--- src/rtl/hd44780_read_operation.sv ---
// ----------------------------------------------------------------------------
// hd44780_read_operation
//
// Bus-read sequencer for an HD44780 character LCD. On a start request it
// drives RW high, presents RS, produces one E pulse and captures the data
// bus on the cycle E falls. In poll mode (RS = 0 only) it keeps re-reading
// the busy-flag / address-counter register until BF (bit 7) clears or
// POLL_LIMIT reads have been made.
//
// Parameters
//   SETUP_CYCLES  : cycles from RW/RS valid to E rise (>= 1)
//   E_HIGH_CYCLES : cycles E is high (>= 2)
//   E_LOW_CYCLES  : cycles E is low after each pulse (>= 1)
//   POLL_LIMIT    : maximum reads per poll request (1..255)
//
// Ports
//   i_clk     : system clock
//   i_reset   : synchronous reset, active-high
//   i_ena     : start request, only honoured while idle
//   i_rs      : register select for the read (0 = BF/AC, 1 = data RAM)
//   i_poll    : poll mode request, latched with i_ena, only used when i_rs = 0
//   i_db      : LCD data bus, already synchronous to i_clk
//   o_rw      : LCD RW, high while a read is in progress
//   o_rs      : LCD RS, holds the latched i_rs
//   o_e       : LCD enable
//   o_data    : last captured byte
//   o_valid   : one-cycle pulse when o_data holds a result
//   o_timeout : one-cycle pulse with o_valid when a poll ends with BF = 1
//   o_busy    : high from request acceptance until return to idle
// ----------------------------------------------------------------------------
module hd44780_read_operation #(
    parameter int SETUP_CYCLES  = 1,
    parameter int E_HIGH_CYCLES = 3,
    parameter int E_LOW_CYCLES  = 3,
    parameter int POLL_LIMIT    = 255
) (
    input  logic       i_clk,
    input  logic       i_reset,
    input  logic       i_ena,
    input  logic       i_rs,
    input  logic       i_poll,
    input  logic [7:0] i_db,
    output logic       o_rw,
    output logic       o_rs,
    output logic       o_e,
    output logic [7:0] o_data,
    output logic       o_valid,
    output logic       o_timeout,
    output logic       o_busy
);

    typedef enum logic [1:0] {
        IDLE,
        SETUP,
        E_HIGH,
        E_LOW
    } state_t;

    // Dwell counters are loaded with N-1 so a state lasts exactly N cycles.
    localparam logic [7:0] SETUP_LOAD  = 8'(SETUP_CYCLES - 1);
    localparam logic [7:0] E_HIGH_LOAD = 8'(E_HIGH_CYCLES - 1);
    localparam logic [7:0] E_LOW_LOAD  = 8'(E_LOW_CYCLES - 1);
    localparam logic [7:0] LIMIT       = 8'(POLL_LIMIT);

    state_t      state_q;
    logic [7:0]  cnt_q;
    logic [7:0]  attempts_q;
    logic [7:0]  attempts_inc;
    logic        poll_q;
    logic        rw_q;
    logic        rs_q;
    logic        e_q;
    logic [7:0]  data_q;
    logic        valid_q;
    logic        timeout_q;
    logic        busy_q;

    assign attempts_inc = attempts_q + 8'd1;

    always_ff @(posedge i_clk) begin
        if (i_reset) begin
            state_q    <= IDLE;
            cnt_q      <= '0;
            attempts_q <= '0;
            poll_q     <= 1'b0;
            rw_q       <= 1'b0;
            rs_q       <= 1'b0;
            e_q        <= 1'b0;
            data_q     <= '0;
            valid_q    <= 1'b0;
            timeout_q  <= 1'b0;
            busy_q     <= 1'b0;
        end else begin
            valid_q   <= 1'b0;
            timeout_q <= 1'b0;
            case (state_q)
                IDLE: begin
                    if (i_ena) begin
                        rs_q       <= i_rs;
                        // Polling only makes sense on the BF/AC register.
                        poll_q     <= i_poll & ~i_rs;
                        rw_q       <= 1'b1;
                        busy_q     <= 1'b1;
                        attempts_q <= '0;
                        cnt_q      <= SETUP_LOAD;
                        state_q    <= SETUP;
                    end
                end
                SETUP: begin
                    if (cnt_q == 8'd0) begin
                        e_q     <= 1'b1;
                        cnt_q   <= E_HIGH_LOAD;
                        state_q <= E_HIGH;
                    end else begin
                        cnt_q <= cnt_q - 8'd1;
                    end
                end
                E_HIGH: begin
                    if (cnt_q == 8'd0) begin
                        // Capture on the same edge that drops E, so the bus
                        // is sampled while the LCD is still driving it.
                        e_q        <= 1'b0;
                        data_q     <= i_db;
                        attempts_q <= attempts_inc;
                        cnt_q      <= E_LOW_LOAD;
                        state_q    <= E_LOW;
                        if (!poll_q || !i_db[7]) begin
                            valid_q <= 1'b1;
                        end else if (attempts_inc >= LIMIT) begin
                            valid_q   <= 1'b1;
                            timeout_q <= 1'b1;
                        end
                    end else begin
                        cnt_q <= cnt_q - 8'd1;
                    end
                end
                E_LOW: begin
                    if (cnt_q == 8'd0) begin
                        if (poll_q && data_q[7] && (attempts_q < LIMIT)) begin
                            cnt_q   <= SETUP_LOAD;
                            state_q <= SETUP;
                        end else begin
                            rw_q    <= 1'b0;
                            busy_q  <= 1'b0;
                            state_q <= IDLE;
                        end
                    end else begin
                        cnt_q <= cnt_q - 8'd1;
                    end
                end
                default: state_q <= IDLE;
            endcase
        end
    end

    assign o_rw      = rw_q;
    assign o_rs      = rs_q;
    assign o_e       = e_q;
    assign o_data    = data_q;
    assign o_valid   = valid_q;
    assign o_timeout = timeout_q;
    assign o_busy    = busy_q;

endmodule

--- config.mk ---
export PLATFORM = sky130hd
export DESIGN_NAME = hd44780_read_operation
export DESIGN_NICKNAME = d
export VERILOG_FILES = /design/src/rtl/hd44780_read_operation.sv
export SDC_FILE = /design/constraint.sdc
export NUM_CORES = 1
export LEC_CHECK = 0
export BUFFER_PORTS_ARGS = -buffer_cell sky130_fd_sc_hd__buf_2
export CAP_MARGIN = 20
export CORE_MARGIN = 4
export CORE_UTILIZATION = 60
export CTS_BUF_LIST = sky130_fd_sc_hd__clkbuf_4 sky130_fd_sc_hd__clkbuf_8
export DETAILED_ROUTE_END_ITERATION = 6
export GPL_TIMING_DRIVEN = 0
export PLACE_DENSITY = 0.95
export SKIP_LAST_GASP = 1
export SLEW_MARGIN = 20
export SYNTH_ARGS = -nofsm -noshare
export SYNTH_HDL_FRONTEND = slang
export SYNTH_SLANG_ARGS = --single-unit
--- constraint.sdc ---
create_clock -name i_clk -period 5.54 [get_ports i_clk]
set_input_delay 0.831 -clock i_clk [delete_from_list [all_inputs] [get_ports i_clk]]
set_output_delay 0.831 -clock i_clk [all_outputs]
set_load 0.02 [all_outputs]
==> out/results.md, run 1 <==
| Item | This run | Unit |
| --- | --- | --- |
| Final HPWL from detailed placement | 2690 | µm |
| Number of standard cells after synthesis | 202 | - |
| Post-synthesis sequential element count | 32 | - |
| Net switching component of the power | 0.360 | mW |
| Portion of the clock cycle consumed by the worst path in the final layout | 0.375 | - |
| Result of the run | completed | - |
| Power density over the cells | 458 | mW/mm² |
| Compound-Gate Fraction of Synth Area | 0.250 | - |
| Number of setup buffers added after CTS | 0 | - |
| Total clock sinks | 32 | - |
| Initial antenna violation count | 0 | - |
| Proportion of synthesized chip area in sequential cells | 0.382 | - |
| Pre-antenna DRT Iters | 4 | - |
| Final Hold Vio Count | 0 | - |
| Initial core utilization | 0.654 | - |
| Synth Area in XOR/XNOR | 0.0156 | - |
| Required time reported for the critical path endpoint | 5.78 | ns |
| Avg Synthesized Cell Area | 8.31 | µm² |
| Via count of the routed design | 1602 | - |
| Class of the most critical hold timing path | reg -> reg | - |
| Worst reg2reg endpoint | cnt_q[0] | - |
| Synth cell count leaders | dfxtp_1, nand2_1, a21oi_1 | - |
| Synth top area share | 0.382 | - |
| Maximum number of pins on one net before global-route repair | 11 | - |
| Worst-skew pair later-pin latency | 0.34 | ns |
| Leakage Power | 0.752 | nW |
| Simple logic cell fraction of the synthesized area | 0.241 | - |
| Hold path depth | 2 | - |
| Share of post-route cells with drive strength above 1 | 0.212 | - |
| Antenna Diode Count | 0 | - |
| Max cap viols | 0 | - |
| Total global routing overflow | 0 | - |
| Final setup violation count | 0 | - |
| Fraction of the mapped netlist area in adder cells | 0.0522 | - |
| Beginning of the worst register-to-register path | state_q[0] | - |
| Drc violations | 0 | - |
| Net switching fraction of the power | 0.408 | - |
| Placed instance area | 0.00185 | mm² |
| Number of max-slew violations in the final report | 0 | - |
| Setup repair after global routing missed its margin | false | - |
| Area overhead of the layout relative to synthesis | 14.8 | % |
| Internal power consumption | 0.523 | mW |
| Ranking of synthesized cells by area | dfxtp_1, a21oi_1, nand2_1 | - |
| Count of instances resized after the clock tree is built | 0 | - |
| IR Drop Worst-Case VDD | 0.325 | mV |
| Global-route wire length before repair | 6280 | µm |
| Number of buffers inserted by port buffering | 26 | - |
| Number of placed I/O pins | 27 | - |
| Average wire length per cell after detail routing | 14.1 | µm |
| Number of global-route vias before repair | 1410 | - |
| Power share of the sequential group | 0.337 | - |
| Most numerous cell in the Yosys netlist | dfxtp_1 | - |
| Hold Buf Count CTS | 0 | - |
| Path depth of the worst reg2reg path | 7 | - |
| Clock tree from TritonCTS | done | - |
| Maximum fanout count along the critical path | 9 | - |
| Max Fclk | 0.482 | GHz |
| CTS buffer count | 5 | - |
| Min cycle time layout | 2.08 | ns |
| Clock transition at path regs | 0.10 | ns |
| Post-detailed-route count of antenna-violating nets | 0 | - |
| Die span in x | 60.9 | µm |
| Part of the power in combinational logic | 0.458 | - |
| Setup TNS | 0 | ns |
| Post-route cell area | 0.00193 | mm² |
| Share of power burned in the clock network | 0.204 | - |
| Capturing element type of the critical path | register | - |
| Core region area | 0.00257 | mm² |
| Post-DR vias/cell | 6.02 | - |
| Cell type contributing the most total cell area after synthesis | dfxtp_1 | - |
| Layout net count | 255 | - |
| Primary flip-flop cell chosen by synthesis mapping | dfxtp_1 | - |
| Cell at the root of the clock tree | clkbuf_4 | - |
| Category of the most critical setup path | reg -> reg | - |
| Ys async rst share | 0 | - |
| Count of cell types in the netlist | 50 | - |
| Hold-critical path endpoint | o_data[1] | - |
| H-tree depth reported by CTS | 2 | - |
| Number of enable flip-flop cells after synthesis | 0 | - |
| R2R Setup Slk | 3.46 | ns |
| Bufs on Longest Clock Path | 2 | - |
| Vertical extent of the die | 60.9 | µm |
| Detailed Route Iter0 Violations | 78 | - |
| Mux share of post-synthesis cell area | 0.0119 | - |
| Full die area | 0.00371 | mm² |
| Netlist Area Pre-Place | 0.00168 | mm² |
| Hold_sp | o_data[1] | - |
| Maximum clock skew at final layout | 0.0114 | ns |
| Syn Nets | 222 | - |
| Slew of the pin with the lowest slew margin | 0.548 | ns |
| Category of the worst setup path launch point | register | - |
| Largest family of logic cells by synthesized area | compound AO/OA/AOI/OAI gates | - |
| Ys Warns | 0 | - |
| Total detailed-routing wirelength | 3760 | µm |
| Weighted congestion reported at the end of routability-driven placement | 0.888 | - |
| Total routing resource utilization after global routing | 0.228 | - |
| Relative slew margins | 0.633 | - |
| Arrival @ worst endpoint | 2.31 | ns |
| FP Rows | 18 | - |
-- critical path, stage by stage (launching register included) --
cell      delay (ns)
dfxtp_1         0.34
inv_1           0.12
ha_1            0.15
clkbuf_1        0.28
nor2b_1         0.46
a31oi_1         0.07
a41o_1          0.31
o31ai_1         0.24
-- cell type report --
class                      instances  area [µm²]
buffer                             7        41.3
clock buffer                       6        45.0
clock inverter                     2        35.0
fill                             213         641
inverter                          10        37.5
multi-input combinational        153         960
sequential                        32         641
tap                               30        37.5
timing repair buffer              26         130
-- logic make-up after synthesis --
| kind of cell | count (synthesis) |
|---|---|
| simple gates | 76 |
| compound gates | 65 |
| flops | 32 |
| buf+inv | 17 |
| fa+ha+maj | 7 |
| xor+xnor | 3 |
| mux | 2 |
-- state kept, by name (all words and copies together), names as in the netlist --
signal,cells
attempts_q,8
cnt_q,8
o_data,8
state_q,2
o_busy,1
o_e,1
o_rs,1
o_timeout,1
o_valid,1
poll_q,1
-- power groups by stage --
stage	clock (mW)	sequential, mW	combinational [mW]
6_report	0.180	0.298	0.405
5_1_grt	0.193	0.304	0.448
4_1_cts	0.182	0.298	0.400
3_5_place_dp	0	0.303	0.398
3_3_place_gp	0	0.301	0.391
2_1_floorplan	0	0.325	0.280
-- metal layers --
metal	vias to the layer above	share of wire	track usage	routed length, µm
li1	809	-	-	-
met1	719	0.44	0.284	1660
met2	62	0.45	0.360	1700
met3	12	0.084	0.0766	317
met4	0	0.021	0.0960	78
met5	-	0	0	0
-- metrics by stage --
stage	instances	worst slack, ns	hold WS, ns	power (mW)	util
after CTS	266	3.45	0.461	0.880	0.750
after global placement	258	3.53	0.439	0.692	0.719
after floorplan	202	3.80	0.460	0.604	-
final	266	3.46	0.458	0.883	0.750
after detailed placement	258	3.45	0.447	0.701	0.719
after global routing	266	3.26	0.485	0.945	0.750
-- worst max-delay path by stage --
stage | slack (ns) | from | end
after floorplan | 3.80 | cnt_q[0] | o_busy
after global placement | 3.53 | i_reset | cnt_q[3]
after detailed placement | 3.45 | i_ena | cnt_q[0]
after CTS | 3.45 | state_q[0] | cnt_q[0]
after global routing | 3.26 | state_q[0] | cnt_q[0]
final | 3.46 | state_q[0] | cnt_q[0]
-- layout by cell type, fill, tap and decap left out, types with 3 or more instances in the layout --
| cell | synthesis | layout |
|---|---|---|
| a21oi_1 | 23 | 23 |
| a311oi_1 | 3 | 3 |
| a31oi_1 | 5 | 5 |
| buf_2 | 0 | 26 |
| clkbuf_1 | 4 | 4 |
| clkbuf_4 | 0 | 6 |
| dfxtp_1 | 32 | 32 |
| ha_1 | 7 | 7 |
| inv_1 | 10 | 10 |
| nand2_1 | 27 | 27 |
| nand2b_1 | 6 | 6 |
| nand3_1 | 8 | 8 |
| nor2_1 | 9 | 9 |
| nor2b_1 | 3 | 3 |
| nor3_1 | 4 | 4 |
| o211ai_1 | 3 | 3 |
| o21ai_0 | 12 | 12 |
| or3_1 | 3 | 3 |
Power figures use the tool's default switching activity.
==> run 2, diff against run 1 <==
--- a/config.mk
+++ b/config.mk
@@ -8,11 +8,11 @@
 export BUFFER_PORTS_ARGS = -buffer_cell sky130_fd_sc_hd__buf_2
 export CAP_MARGIN = 20
 export CORE_MARGIN = 4
-export CORE_UTILIZATION = 60
+export CORE_UTILIZATION = 52
 export CTS_BUF_LIST = sky130_fd_sc_hd__clkbuf_4 sky130_fd_sc_hd__clkbuf_8
 export DETAILED_ROUTE_END_ITERATION = 6
 export GPL_TIMING_DRIVEN = 0
-export PLACE_DENSITY = 0.95
+export PLACE_DENSITY = 0.88
 export SKIP_LAST_GASP = 1
 export SLEW_MARGIN = 20
 export SYNTH_ARGS = -nofsm -noshare
==> constraint.sdc (replaced) <==
create_clock -name i_clk -period 1.76 [get_ports i_clk]
set_input_delay 0.264 -clock i_clk [delete_from_list [all_inputs] [get_ports i_clk]]
set_output_delay 0.264 -clock i_clk [all_outputs]
set_load 0.02 [all_outputs]
==> out/results.md, run 2 (synthesized netlist as in run 1, its figures left out) <==
| Item | This run | Unit |
| --- | --- | --- |
| Result of the run | completed | - |
| Required time reported for the critical path endpoint | 2.00 | ns |
| Post-detailed-route count of antenna-violating nets | 0 | - |
| Area overhead of the layout relative to synthesis | 28.9 | % |
| Bufs on Longest Clock Path | 2 | - |
| Hold_sp | i_db[2] | - |
| Weighted congestion reported at the end of routability-driven placement | 0.873 | - |
| Power density over the cells | 1490 | mW/mm² |
| Cell at the root of the clock tree | clkbuf_4 | - |
| Drc violations | 0 | - |
| Net switching fraction of the power | 0.416 | - |
| Hold Worst Slack | 0.155 | ns |
| Max cap viols | 0 | - |
| CTS buffer count | 5 | - |
| Clock tree from TritonCTS | done | - |
| Non-filler cells, final | 288 | - |
| Total clock sinks | 32 | - |
| Hold Buf Count CTS | 0 | - |
| Final HPWL from detailed placement | 2750 | µm |
| Global-route wire length before repair | 7130 | µm |
| IR Drop Worst-Case VDD | 0.852 | mV |
| Number of max-slew violations in the final report | 0 | - |
| Commonest cells after routing, fill and taps aside | nand2_1, dfxtp_1, buf_2 | - |
| Final Hold Vio Count | 0 | - |
| Capturing element type of the critical path | register | - |
| Net switching component of the power | 1.34 | mW |
| Delay contributed by the slowest stage of the critical path | 0.38 | ns |
| Core region area | 0.00308 | mm² |
| Max Fclk | 0.571 | GHz |
| Min cycle time layout | 1.75 | ns |
| Final setup violation count | 0 | - |
| Setup repair after global routing missed its margin | true | - |
| Post-placement cell count | 272 | - |
| Beginning of the worst register-to-register path | attempts_q[0] | - |
| Maximum fanout count along the critical path | 5 | - |
| Part of the power in combinational logic | 0.525 | - |
| Average wire length per cell after detail routing | 15.9 | µm |
| Vertical extent of the die | 64.8 | µm |
| Maximum number of pins on one net before global-route repair | 12 | - |
| Number of buffers inserted by port buffering | 26 | - |
| Maximum clock skew at final layout | 0.00419 | ns |
| Total global routing overflow | 0 | - |
| Full die area | 0.00420 | mm² |
| Via count of the routed design | 1710 | - |
| Share of power burned in the clock network | 0.179 | - |
| Detailed Route Iter0 Violations | 146 | - |
| Number of placed I/O pins | 27 | - |
| Arrival @ worst endpoint | 2.00 | ns |
| Total routing resource utilization after global routing | 0.218 | - |
| Initial core utilization | 0.546 | - |
| Placed instance area | 0.00186 | mm² |
| Buffers & Inverters on Critical Path | 0 | - |
| Clock transition at path regs | 0.11 | ns |
| Leakage Power | 0.818 | nW |
| Internal power consumption | 1.88 | mW |
| FP Rows | 20 | - |
| Setup TNS | 0 | ns |
| Post-DR vias/cell | 5.94 | - |
| Worst slack, placed | -0.233 | ns |
| Die span in x | 64.8 | µm |
| Portion of the clock cycle consumed by the worst path in the final layout | 0.995 | - |
| Crit path max-delay family | compound AO/OA/AOI/OAI gates | - |
| Category of the worst setup path launch point | register | - |
| Slew of the pin with the lowest slew margin | 0.528 | ns |
| Category of the most critical setup path | reg -> reg | - |
| Number of filler cells placed in the layout | 225 | - |
| Initial antenna violation count | 0 | - |
| Overall power consumption | 3.22 | mW |
| Total detailed-routing wirelength | 4590 | µm |
| Least setup slack across all paths after layout | 0.00891 | ns |
| Pre-antenna DRT Iters | 4 | - |
| H-tree depth reported by CTS | 2 | - |
| Worst-skew pair later-pin latency | 0.33 | ns |
| Number of global-route vias before repair | 1463 | - |
| Startpoint of the worst setup timing path | attempts_q[0] | - |
| Relative slew margins | 0.648 | - |
| Class of the most critical hold timing path | in -> reg | - |
| Share of post-route cells with drive strength above 1 | 0.348 | - |
| Power share of the sequential group | 0.296 | - |
| Antenna Diode Count | 0 | - |
| Slowest cell on the critical path | dfxtp_4 | - |
| Post-route cell area | 0.00216 | mm² |
| Layout net count | 263 | - |
| Final Core Density | 0.703 | - |
| Ordered list of cells on the worst path | ha_4 -> nand3_2 -> or3_1 -> a211o_1 -> a311oi_2 | - |
run 2: cell types whose count changed in the layout (fill, tap and decap cells not counted), sizes merged:
cell / before / now
clkbuf: 10 / 8
buf: 29 / 38
clkinvlp: 0 / 1
run 2: worst register-to-register path: stages (launching register included):
cell and delay [ns]:
dfxtp_4 0.38, ha_4 0.16, nand3_2 0.12, or3_1 0.37, a211o_1 0.32, a311oi_2 0.30
run 2: routing by layer:
metal | vias to the layer above | part of all wire | global-route usage
met2 | 79 | 0.51 | 0.365
met4 | 0 | 0.015 | 0.0792
met1 | 805 | 0.41 | 0.275
li1 | 817 | - | -
met5 | - | 0 | 0
met3 | 9 | 0.070 | 0.0433
run 2: power groups by stage:
stage               Clock [mW]  Combinational (mW)  Sequential, mW
global route             0.611                1.82           0.971
detailed placement           0                1.26           0.954
global placement             0                1.24           0.949
floorplan                    0               0.881            1.02
CTS                      0.570                1.43           0.943
finish                   0.577                1.69           0.953
run 2: path summary, 6_finish.rpt:
path	slack, ns	endpoint	cells after the start
max	0.009	o_valid	5
min	0.15	o_data[2]	3
max reg2reg	0.009	o_valid	5
min reg2reg	0.46	o_data[2]	2
run 2: final cells by class:
type / count / area (µm²) / area share
plain buffers: 6 / 37.5 / 0.0173
clock buffers: 5 / 37.5 / 0.0173
clock inverters: 3 / 42.5 / 0.0197
inverters: 10 / 40.0 / 0.0185
multi-input cells: 153 / 1090 / 0.506
flip-flops and latches: 32 / 656 / 0.303
well taps: 44 / 55.1 / 0.0254
repair buffers: 35 / 201 / 0.0931
run 2: what timing repair did:
action | CTS | global route
setup endpoints to repair | 28 | 29
pin swaps | 0 | 3
setup buffers | 3 | 6
resized for setup | 20 | 23
endpoints found under the hold margin | 0 | 0
